### src/rtl/seq_detector_param.sv
// seq_detector_param: serial pattern detector with a run-time loadable pattern
// and length (2..MAX_LEN bits). Overlapping or non-overlapping detection is
// selectable, and matches are counted in a saturating counter.
// Optional macro SEQ_DET_MASK_EN adds a cfg_mask input. Each 1 bit in the mask
// makes that pattern position a don't-care.
// Bit 0 of the pattern and of the history is always the most recent bit.
module seq_detector_param #(
    parameter int                 MAX_LEN     = 8,
    parameter int                 LEN_W       = 4,
    parameter int                 CNT_W       = 8,
    parameter logic [MAX_LEN-1:0] RST_PATTERN = MAX_LEN'(8'b0010_1101),
    parameter int                 RST_LEN     = 6
) (
    input  logic               clock,
    input  logic               reset,
    input  logic               in_valid,
    input  logic               in,
    input  logic               cfg_load,
    input  logic [MAX_LEN-1:0] cfg_pattern,
    input  logic [LEN_W-1:0]   cfg_len,
`ifdef SEQ_DET_MASK_EN
    input  logic [MAX_LEN-1:0] cfg_mask,
`endif
    input  logic               cfg_overlap,
    input  logic               count_clr,
    output logic               match,
    output logic [CNT_W-1:0]   match_count,
    output logic               cfg_err,
    output logic               armed
);

    typedef enum logic {FILL, ARMED} state_t;

    state_t             state_q, state_d;
    logic [MAX_LEN-1:0] pattern_q;
    logic [MAX_LEN-2:0] hist_q, hist_d;   // the incoming bit completes the compare window
    logic [MAX_LEN-1:0] shifted, len_mask, care;
    logic [LEN_W-1:0]   len_q, fill_q, fill_d;
    logic [LEN_W:0]     fill_inc;
    logic               overlap_q, match_q, match_d, cfg_err_q;
    logic [CNT_W-1:0]   cnt_q;
    logic               cfg_ok, hit;

    assign cfg_ok   = (cfg_len >= LEN_W'(2)) && (cfg_len <= LEN_W'(MAX_LEN));
    assign shifted  = {hist_q, in};
    assign fill_inc = {1'b0, fill_q} + (LEN_W+1)'(1);

    // Only the low len bits of the pattern take part in the compare
    always_comb begin
        len_mask = '0;
        for (int i = 0; i < MAX_LEN; i++)
            if (i < int'(len_q)) len_mask[i] = 1'b1;
    end

`ifdef SEQ_DET_MASK_EN
    logic [MAX_LEN-1:0] mask_q;
    // Don't-care mask is reset with the pattern and reloaded with it
    always_ff @(posedge clock) begin
        if (reset)                 mask_q <= '0;
        else if (cfg_load && cfg_ok) mask_q <= cfg_mask;
    end
    assign care = len_mask & ~mask_q;
`else
    assign care = len_mask;
`endif

    // A hit needs the updated history to match and at least len valid bits
    assign hit = (((shifted ^ pattern_q) & care) == '0) && (fill_inc >= {1'b0, len_q});

    // Next-state logic. A cfg_load takes priority and swallows any bit arriving with it.
    always_comb begin
        state_d = state_q;
        fill_d  = fill_q;
        hist_d  = hist_q;
        match_d = 1'b0;
        if (cfg_load) begin
            if (cfg_ok) begin
                state_d = FILL;
                fill_d  = '0;
                hist_d  = '0;
            end
        end else if (in_valid) begin
            hist_d  = shifted[MAX_LEN-2:0];
            fill_d  = (fill_inc > (LEN_W+1)'(MAX_LEN)) ? LEN_W'(MAX_LEN) : fill_inc[LEN_W-1:0];
            match_d = hit;
            if (hit && !overlap_q) fill_d = '0;
            state_d = (fill_d >= len_q) ? ARMED : FILL;
        end
    end

    // State, history, configuration and the pulse outputs
    always_ff @(posedge clock) begin
        if (reset) begin
            state_q   <= FILL;
            fill_q    <= '0;
            hist_q    <= '0;
            match_q   <= 1'b0;
            cfg_err_q <= 1'b0;
            pattern_q <= RST_PATTERN;
            len_q     <= LEN_W'(RST_LEN);
            overlap_q <= 1'b1;
        end else begin
            state_q   <= state_d;
            fill_q    <= fill_d;
            hist_q    <= hist_d;
            match_q   <= match_d;
            cfg_err_q <= cfg_load && !cfg_ok;
            if (cfg_load && cfg_ok) begin
                pattern_q <= cfg_pattern;
                len_q     <= cfg_len;
                overlap_q <= cfg_overlap;
            end
        end
    end

    // Saturating match counter. A clear is applied first, so a clear that
    // coincides with a match pulse leaves the count at 1.
    always_ff @(posedge clock) begin
        if (reset)                         cnt_q <= '0;
        else if (count_clr)                cnt_q <= match_q ? CNT_W'(1) : '0;
        else if (match_q && (cnt_q != '1)) cnt_q <= cnt_q + CNT_W'(1);
    end

    assign match       = match_q;
    assign match_count = cnt_q;
    assign cfg_err     = cfg_err_q;
    assign armed       = (state_q == ARMED);

endmodule

### config.mk
export PLATFORM = sky130hd
export DESIGN_NAME = seq_detector_param
export DESIGN_NICKNAME = d
export VERILOG_FILES = /design/src/rtl/seq_detector_param.sv
export SDC_FILE = /design/constraint.sdc
export NUM_CORES = 1
export LEC_CHECK = 0
export CORE_UTILIZATION = 56
export CTS_CLUSTER_SIZE = 30
export DETAILED_ROUTE_END_ITERATION = 6
export HOLD_SLACK_MARGIN = 0.06
export PLACE_DENSITY = 0.84
export REMOVE_ABC_BUFFERS = 1
export SLEW_MARGIN = 30
export SYNTH_ARGS = -nofsm -noshare
export SYNTH_HDL_FRONTEND = slang
export SYNTH_SLANG_ARGS = --single-unit
export TNS_END_PERCENT = 10
### constraint.sdc
create_clock -name clock -period 5.7 [get_ports clock]
set_input_delay 0.855 -clock clock [delete_from_list [all_inputs] [get_ports clock]]
set_output_delay 0.855 -clock clock [all_outputs]
set_load 0.03 [all_outputs]
==> results of run 1 <==
[power by group through the flow]
stage / clock network [mW] / registers (mW) / logic [mW]
3_5_place_dp: 0 / 0.265 / 0.0588
2_1_floorplan: 0 / 0.264 / 0.0332
5_1_grt: 0.194 / 0.261 / 0.0662
3_3_place_gp: 0 / 0.265 / 0.0569
4_1_cts: 0.181 / 0.260 / 0.0595
6_report: 0.178 / 0.260 / 0.0592
[cell usage in the layout (no fill, tap or decap), types with 3 or more instances in the layout]
cell type	count
xnor2_1	11
nand2b_1	7
dfxtp_1	35
or3_1	3
nor3_1	4
a31oi_1	3
nand3b_1	6
o21ai_1	7
mux2i_1	3
a22o_1	7
inv_1	3
clkdlybuf4s50_1	29
clkbuf_4	5
nor2_1	16
ha_1	10
nand3_1	16
a21oi_1	14
a21o_1	4
nand2_1	20
[area by class of cell]
class                           count  share of cell area [%]
Multi-Input combinational cell    156                   47.04
Sequential cell                    35                   32.48
Timing Repair Buffer               29                   13.46
Tap cell                           44                   2.552
Clock inverter                      3                   2.030
Clock buffer                        5                   1.740
Inverter                            4                  0.6961
[per-stage QoR]
stage | hold slack, ns | utilization (%) | power, mW | worst slack (ns)
5_1_grt | 0.4970 | 71.24 | 0.5212 | 2.116
4_1_cts | 0.4757 | 71.24 | 0.5002 | 2.219
2_1_floorplan | 0.4420 | - | 0.2967 | 2.922
6_report | 0.4763 | 71.24 | 0.4967 | 2.291
3_3_place_gp | 0.4460 | 68.55 | 0.3214 | 2.051
3_5_place_dp | 0.4611 | 68.55 | 0.3239 | 1.936
[tightest hold or removal path: cells and delay by family, from the launching register on]
family / cells / cell delay (ns)
flip-flops: 1 / 0.33
AND/OR/NAND/NOR: 1 / 0.05
AO/OA/AOI/OAI: 1 / 0.05
[kinds of logic after synthesis]
| family | count (synthesis) | share of synthesized area (%) |
|---|---|---|
| adder cells (fa/ha/maj) | 10 | 7.082 |
| flip-flops | 35 | 39.66 |
| AO/OA/AOI/OAI | 48 | 17.71 |
| XOR/XNOR | 13 | 6.445 |
| buffers and inverters | 13 | 2.904 |
| multiplexers | 3 | 1.700 |
| AND/OR/NAND/NOR | 82 | 24.51 |
[path summary, 6_finish.rpt]
check,start,to,slack (ns),cells after the start
setup / recovery,cfg_len[1],hist_q[0]$_SDFFE_PP0P_,2.29,6
hold / removal,armed$_SDFFE_PP0P_,armed$_SDFFE_PP0P_,0.48,2
setup reg to reg,fill_q[0]$_SDFFE_PP0P_,armed$_SDFFE_PP0P_,2.54,14
hold reg to reg,armed$_SDFFE_PP0P_,armed$_SDFFE_PP0P_,0.48,2
[layer usage]
metal  GRT usage, %  vias to the layer above  wire length [um]
li1               -                      791                 -
met1          33.43                      742              1778
met2          41.71                       36              1867
met3          7.589                        4               143
met4          6.122                        0                26
met5              0                        -                 0
[sequential cells by signal (all words and copies together), names as in the netlist]
register,cells
pattern_q,8
armed,1
match_count,8
overlap_q,1
len_q,4
match,1
cfg_err,1
hist_q,7
fill_q,4
==> qor.csv, run 1 <==
metric,value,unit
deepest clock path buffer count,2,
gr usage total,25.61,%
total of max-cap violations,0,
Syn Area/Cell,8.660,um2
Pre-antenna DRT Iters,4,
post-synthesis sequential area ratio,39.66,%
Final #Nets,260,
global-route wire length before repair,6527,um
Cell Rows,20,
Clock transition at path regs,0.11,ns
Critical Path AT,3.64,ns
multi-input gate area in the final layout,0.001015,mm2
Tcrit/Tclk final,59.81,%
power per cell area,230.3,mW/mm2
Die H,58.17,um
power share of the clock group,35.8,%
Crit Path Max Fanout,12,
gpl congestion,0.7778,
Via density,5.699,
leakage,0.8543,nW
CTS Buf Count,5,
cell area after layout,0.002157,mm2
drt total wl,3816,um
Synth async-reset ratio,0,%
cell taking the most area after synthesis,dfxtp_1,
Post-synth EDFFs,0,
Die X-Extent,58.17,um
filler cell count,256,
"delay-heaviest family, CP",simple AND/OR/NAND/NOR gates,
DIE AREA,0.003383,mm2
Port-buffer cells,29,
synthesized flop and latch total,35,
Inst Count DP,268,
total vias in the final route,1573,
Area Overhead vs Synth,22.10,%
Finished Layout Cells,276,
final setup TNS,0,ns
logic gate share of total power,11.9,%
CTS-repair resized insts,0,
"Clk Latency, worst-skew pair",0.34,ns
Seq pwr share,52.3,%
synth top area cells,"dfxtp_1, ha_1, xnor2_1, nand3_1, nand2_1",
H-tree depth,2,
RSZ-0062 raised after global routing,no,
clk_skew,0.009752,ns
Least-Margin Pin Slew,0.8269,ns
CP startpoint kind,input port,
initial cell density of the core,58.35,%
CTS tree,built,
Post-Syn Area,0.001767,mm2
FMAX,0.2933,GHz
relative slew slack,44.87,%
gr ovfl total,0,
Finish-stage setup viols,0,
Synth Flop Type,dfxtp_1,
top post-synthesis cells by count,"dfxtp_1, nand2_1, nand3_1, nor2_1, a21oi_1",
CP Class,in2reg,
Slowest cell on crit path,a21oi_1,
VDD IR max,0.2653,mV
switch share,24.83,%
Ys Warns,0,
endpoint class of the critical path,flip-flop,
setup bufs post-CTS,0,
worst hold-check path type,reg2reg,
# IOs,30,
"antenna viol nets, final",0,
# hold bufs at CTS,0,
Core Region,0.003028,mm2
Final Slew Violations,0,
Cell variety after synth,39,
WP data required,5.93,ns
Final Hold Viols,0,
post-placement cell area,0.002076,mm2
hpwl dp,2862,um
post-synthesis cell count,204,
CP Cell Sequence,clkdlybuf4s50_1 -> or3_1 -> a21oi_1 -> nand2_1 -> and3b_1 -> a22o_1,
Storage cell area,700.7,um2
status,"finished, final reports clean",
DR WL/cell,13.83,um
Antenna Diode Count,0,
largest stage delay on the critical path,0.68,ns
"count leader, synth",dfxtp_1,
initial antenna violation count,0,
Internal Power,373.4,uW
Switch Pwr,123.3,uW
WP buf/inv,1,
CTS root buf,clkbuf_4,
1st-iter DRT viols,48,
fin crit period,3.409,ns
DRC viols,0,
share of layout cells above drive strength 1,5.172,%
vias in the first global route,1456,
largest net degree at the start of global routing,20,
post-synth top area share,39.66,%
clk sink count,35,
Note: power is estimated with default switching activity, not from simulation.
==> inputs of run 2 (changes only) <==
- CORE_UTILIZATION: 56 -> 52
- PLACE_DENSITY: 0.84 -> 0.78
- clock period: 5.7 -> 3.27 ns (I/O delays scaled with it)
==> qor.csv, run 2 (synthesized netlist as in run 1, its figures left out) <==
metric,value,unit
Least-Margin Pin Slew,0.5498,ns
CP Depth,14,
worst hold-check path type,reg2reg,
VDD IR max,0.2692,mV
global-route wire length before repair,6900,um
Antenna Diode Count,0,
Crit Path Max Fanout,6,
Tcrit/Tclk final,88.98,%
"delay-heaviest family, CP",compound AO/OA/AOI/OAI gates,
deepest clock path buffer count,2,
Inst Count DP,272,
"commonest non-fill, non-tap cell in the layout",dfxtp_1,
fin crit period,2.910,ns
drt total wl,4057,um
CP startpoint kind,flip-flop,
Clock transition at path regs,0.10,ns
Core Region,0.003128,mm2
most frequent cells in the layout,"dfxtp_1, clkdlybuf4s50_1, nand2_1",
endpoint class of the critical path,flip-flop,
status,"finished, final reports clean",
largest stage delay on the critical path,0.40,ns
Critical Path AT,3.17,ns
1st-iter DRT viols,127,
# IOs,30,
CTS root buf,clkbuf_4,
CTS tree,built,
WP data required,3.53,ns
Area Overhead vs Synth,22.24,%
vias in the first global route,1580,
total vias in the final route,1627,
CTS Buf Count,5,
FMAX,0.3437,GHz
Pre-antenna DRT Iters,4,
Finish-stage setup viols,0,
share of layout cells above drive strength 1,6.780,%
gr ovfl total,0,
Finished Layout Cells,280,
DIE AREA,0.003634,mm2
Final Hold Viols,0,
H-tree depth,2,
Worst Hold Depth,2,
"Clk Latency, worst-skew pair",0.36,ns
initial antenna violation count,0,
setup bufs post-CTS,0,
Final #Nets,264,
clk_skew,0.003887,ns
Via density,5.811,
WP buf/inv,0,
Reg2Reg Depth,14,
CP Cell Sequence,ha_2 -> nand2b_1 -> nand2_1 -> ha_1 -> o21ai_0 -> o21a_1 -> nor4_4 -> or3_1 -> ha_1 -> nand2b_1 -> a21o_1 -> a21o_1 -> a21oi_1 -> o21ai_1,
Cell Rows,20,
clk sink count,35,
relative slew slack,62.40,%
filler cell count,269,
Port-buffer cells,29,
initial cell density of the core,56.48,%
Hold Worst Slack,0.4541,ns
Die X-Extent,60.29,um
Slowest cell on crit path,dfxtp_2,
final setup TNS,0,ns
RSZ-0062 raised after global routing,no,
CP Class,reg2reg,
Storage cell area,701.9,um2
"antenna viol nets, final",0,
gpl congestion,0.9193,
largest net degree at the start of global routing,13,
total of max-cap violations,0,
DR WL/cell,14.49,um
leakage,0.8554,nW
multi-input gate area in the final layout,0.001017,mm2
DRC viols,0,
Final Slew Violations,0,
power per cell area,366.7,mW/mm2
hpwl dp,3067,um
Die H,60.29,um
gr usage total,26.13,%
run 2: changes by cell type in the layout (fill, tap and decap cells not counted):
cell and change:
buf_4 +4, bufinv_16 -1, clkbuf_1 +2, clkinv_4 -1
dfxtp_1 -1, dfxtp_2 +1, ha_1 -1, ha_2 +1
run 2: final timing paths:
path | endpoint | slack, ns | from
worst max-delay path | armed$_SDFFE_PP0P_ | 0.36 | fill_q[0]$_SDFFE_PP0P_
worst min-delay path | armed$_SDFFE_PP0P_ | 0.45 | armed$_SDFFE_PP0P_
worst max register to register | armed$_SDFFE_PP0P_ | 0.36 | fill_q[0]$_SDFFE_PP0P_
worst min register to register | armed$_SDFFE_PP0P_ | 0.45 | armed$_SDFFE_PP0P_
run 2: area by class of cell:
| class | count | share of cell area (%) |
|---|---|---|
| clock buffer | 7 | 2.086 |
| clock inverter | 1 | 0.2317 |
| inverter | 4 | 0.6952 |
| multi-input combinational | 156 | 47.10 |
| sequential | 35 | 32.50 |
| tap | 44 | 2.549 |
| timing repair buffer | 33 | 14.83 |
run 2: where the power goes:
part           internal (mW)  total (mW)  leakage (nW)  switching (mW)
Combinational         0.0558       0.111         0.541          0.0551
Clock                 0.0836       0.231        0.0293           0.147
Sequential             0.439       0.450         0.285          0.0115
Total                  0.578       0.792         0.855           0.214
run 2: stage by stage:
| stage | power (mW) | utilization, % | worst slack, ns | cell area [um2] |
|---|---|---|---|---|
| 2_1_floorplan | 0.5173 | - | 0.5317 | 1730 |
| 3_3_place_gp | 0.5644 | 67.32 | 0.4097 | 2106 |
| 3_5_place_dp | 0.5697 | 67.32 | 0.2827 | 2106 |
| 4_1_cts | 0.7917 | 68.92 | 0.2687 | 2156 |
| 5_1_grt | 0.8247 | 69.04 | 0.07404 | 2160 |
| 6_report | 0.7918 | 69.04 | 0.3604 | 2160 |
run 2: repair_timing:
action / in CTS / in global routing
endpoints found under the setup margin: 0 / 1
gates resized for setup: 0 / 2
hold buffers: 0 / 0
run 2: tightest hold or removal path, stage by stage, from the launching register on:
cell and delay (ns):
dfxtp_1 0.32, nand2_1 0.05, o21ai_1 0.05
run 2: per-layer routing:
layer,routed length [um],GRT usage [%],up-vias
li1,-,-,793
met1,1731,30.65,780
met2,2043,44.27,46
met3,208,5.844,8
met4,74,12.96,0
met5,0,0,-
==> inputs of run 3 (changes only) <==
- CTS_BUF_LIST: unset -> sky130_fd_sc_hd__clkbuf_16
==> qor.csv, run 3 (synthesized netlist as in run 1, its figures left out) <==
metric,value,unit
RSZ-0062 raised after global routing,no,
drt total wl,4218,um
Reg2Reg Depth,14,
FF-to-FF setup slack,0.33,ns
CP Class,reg2reg,
clk_skew,0.002716,ns
gpl congestion,0.9193,
# IOs,30,
deepest clock path buffer count,2,
Area Overhead vs Synth,27.20,%
leakage,0.9023,nW
H-tree depth,2,
Via density,5.761,
Final #Nets,264,
setup bufs post-CTS,0,
final core utilization,71.84,%
1st-iter DRT viols,121,
Critical Path AT,3.10,ns
Global Route met1 Usage,31.13,%
hpwl dp,3067,um
clk sink count,35,
logic gate share of total power,11.1,%
GR Util met3,6.710,%
Clock transition at path regs,0.05,ns
CTS Buf Count,5,
M2 GR Usage,44.74,%
largest net degree at the start of global routing,13,
Least-Margin Pin Slew,0.5985,ns
Crit Path Max Fanout,6,
Antenna Diode Count,0,
VDD IR max,0.3340,mV
gr ovfl total,0,
WP data required,3.44,ns
filler cell count,253,
DIE AREA,0.003634,mm2
Cell Rows,20,
Core Region,0.003128,mm2
Worst setup endpoint,armed$_SDFFE_PP0P_,
Die X-Extent,60.29,um
total vias in the final route,1613,
post-placement cell area,0.002106,mm2
Seq pwr share,45.0,%
power share of the clock group,43.9,%
Switch Pwr,233.0,uW
initial cell density of the core,56.48,%
total of max-cap violations,0,
Die H,60.29,um
Pre-antenna DRT Iters,4,
Crit Reg-Reg Startpoint,fill_q[1]$_SDFFE_PP0P_,
Tcrit/Tclk final,89.86,%
switch share,23.23,%
Final Hold Viols,0,
Finish-stage setup viols,0,
gr usage total,26.52,%
cell area after layout,0.002247,mm2
Hold Worst Slack,0.4513,ns
fin crit period,2.938,ns
power per cell area,446.3,mW/mm2
DRC viols,0,
"Clk Latency, worst-skew pair",0.27,ns
"commonest non-fill, non-tap cell in the layout",dfxtp_1,
FMAX,0.3403,GHz
CP startpoint,fill_q[1]$_SDFFE_PP0P_,
vias in the first global route,1597,
CTS tree,built,
"antenna viol nets, final",0,
R2R Path End,armed$_SDFFE_PP0P_,
CTS root buf,clkbuf_16,
Internal Power,770.0,uW
DR WL/cell,15.06,um
global-route wire length before repair,7044,um
Worst Hold Depth,2,
endpoint class of the critical path,flip-flop,
final setup TNS,0,ns
most frequent cells in the layout,"dfxtp_1, clkdlybuf4s50_1, nand2_1",
relative slew slack,59.95,%
worst hold-check path type,reg2reg,
share of layout cells above drive strength 1,6.780,%
Port-buffer cells,29,
status,"finished, final reports clean",
global route hottest layer,met2,
initial antenna violation count,0,
CP startpoint kind,flip-flop,
Final Slew Violations,0,
[run 3: cell types whose count changed in the layout (fill, tap and decap cells not counted)]
cell	change
clkbuf_16	+5
clkbuf_4	-5
clkbuf_1	-2
inv_1	+2
[run 3: repair_timing]
action,in CTS,in global routing
hold buffers,0,0
endpoints found under the setup margin,0,1
gates resized for setup,0,2
[run 3: critical path, cell delays in order (launching register included)]
cell      delay (ns)
dfxtp_1         0.38
ha_2            0.25
nand2b_1        0.15
nand2_1         0.09
ha_1            0.27
o21ai_0         0.16
o21a_1          0.20
nor4_4          0.08
or3_1           0.31
ha_1            0.27
nand2b_1        0.14
a21o_1          0.17
a21o_1          0.16
a21oi_1         0.14
o21ai_1         0.07
[run 3: worst min-delay path by stage]
stage / start / end
2_1_floorplan: pattern_q[7]$_SDFFE_PP0P_ / pattern_q[7]$_SDFFE_PP0P_
3_3_place_gp: armed$_SDFFE_PP0P_ / armed$_SDFFE_PP0P_
3_5_place_dp: armed$_SDFFE_PP0P_ / armed$_SDFFE_PP0P_
4_1_cts: armed$_SDFFE_PP0P_ / armed$_SDFFE_PP0P_
5_1_grt: armed$_SDFFE_PP0P_ / armed$_SDFFE_PP0P_
6_report: armed$_SDFFE_PP0P_ / armed$_SDFFE_PP0P_
[run 3: layer usage]
metal	routed length (um)	part of all wire, %
met5	0	0
met4	16	0.38
met3	170	4.0
met2	2192	52
met1	1839	44
[run 3: power groups by stage]
stage	Clock [mW]	Sequential (mW)	Combinational [mW]
6_report	0.440	0.451	0.111
5_1_grt	0.463	0.453	0.125
4_1_cts	0.442	0.451	0.111
3_5_place_dp	0	0.460	0.110
3_3_place_gp	0	0.459	0.105
2_1_floorplan	0	0.459	0.0579
[run 3: area by class of cell]
type	instances	area [um2]	share of cell area (%)
Clock buffer	5	125.1	5.568
Clock inverter	3	12.51	0.5568
Inverter	4	15.01	0.6682
Multi-Input combinational cell	156	1017	45.27
Sequential cell	35	701.9	31.24
Tap cell	44	55.05	2.450
Timing Repair Buffer	33	320.3	14.25
[run 3: metrics by stage]
step | std cells | power (mW) | worst slack, ns
3_3_place_gp | 272 | 0.5644 | 0.4097
4_1_cts | 280 | 1.004 | 0.2501
5_1_grt | 280 | 1.041 | 0.06786
3_5_place_dp | 272 | 0.5697 | 0.2827
2_1_floorplan | 195 | 0.5173 | 0.5317
6_report | 280 | 1.003 | 0.3317
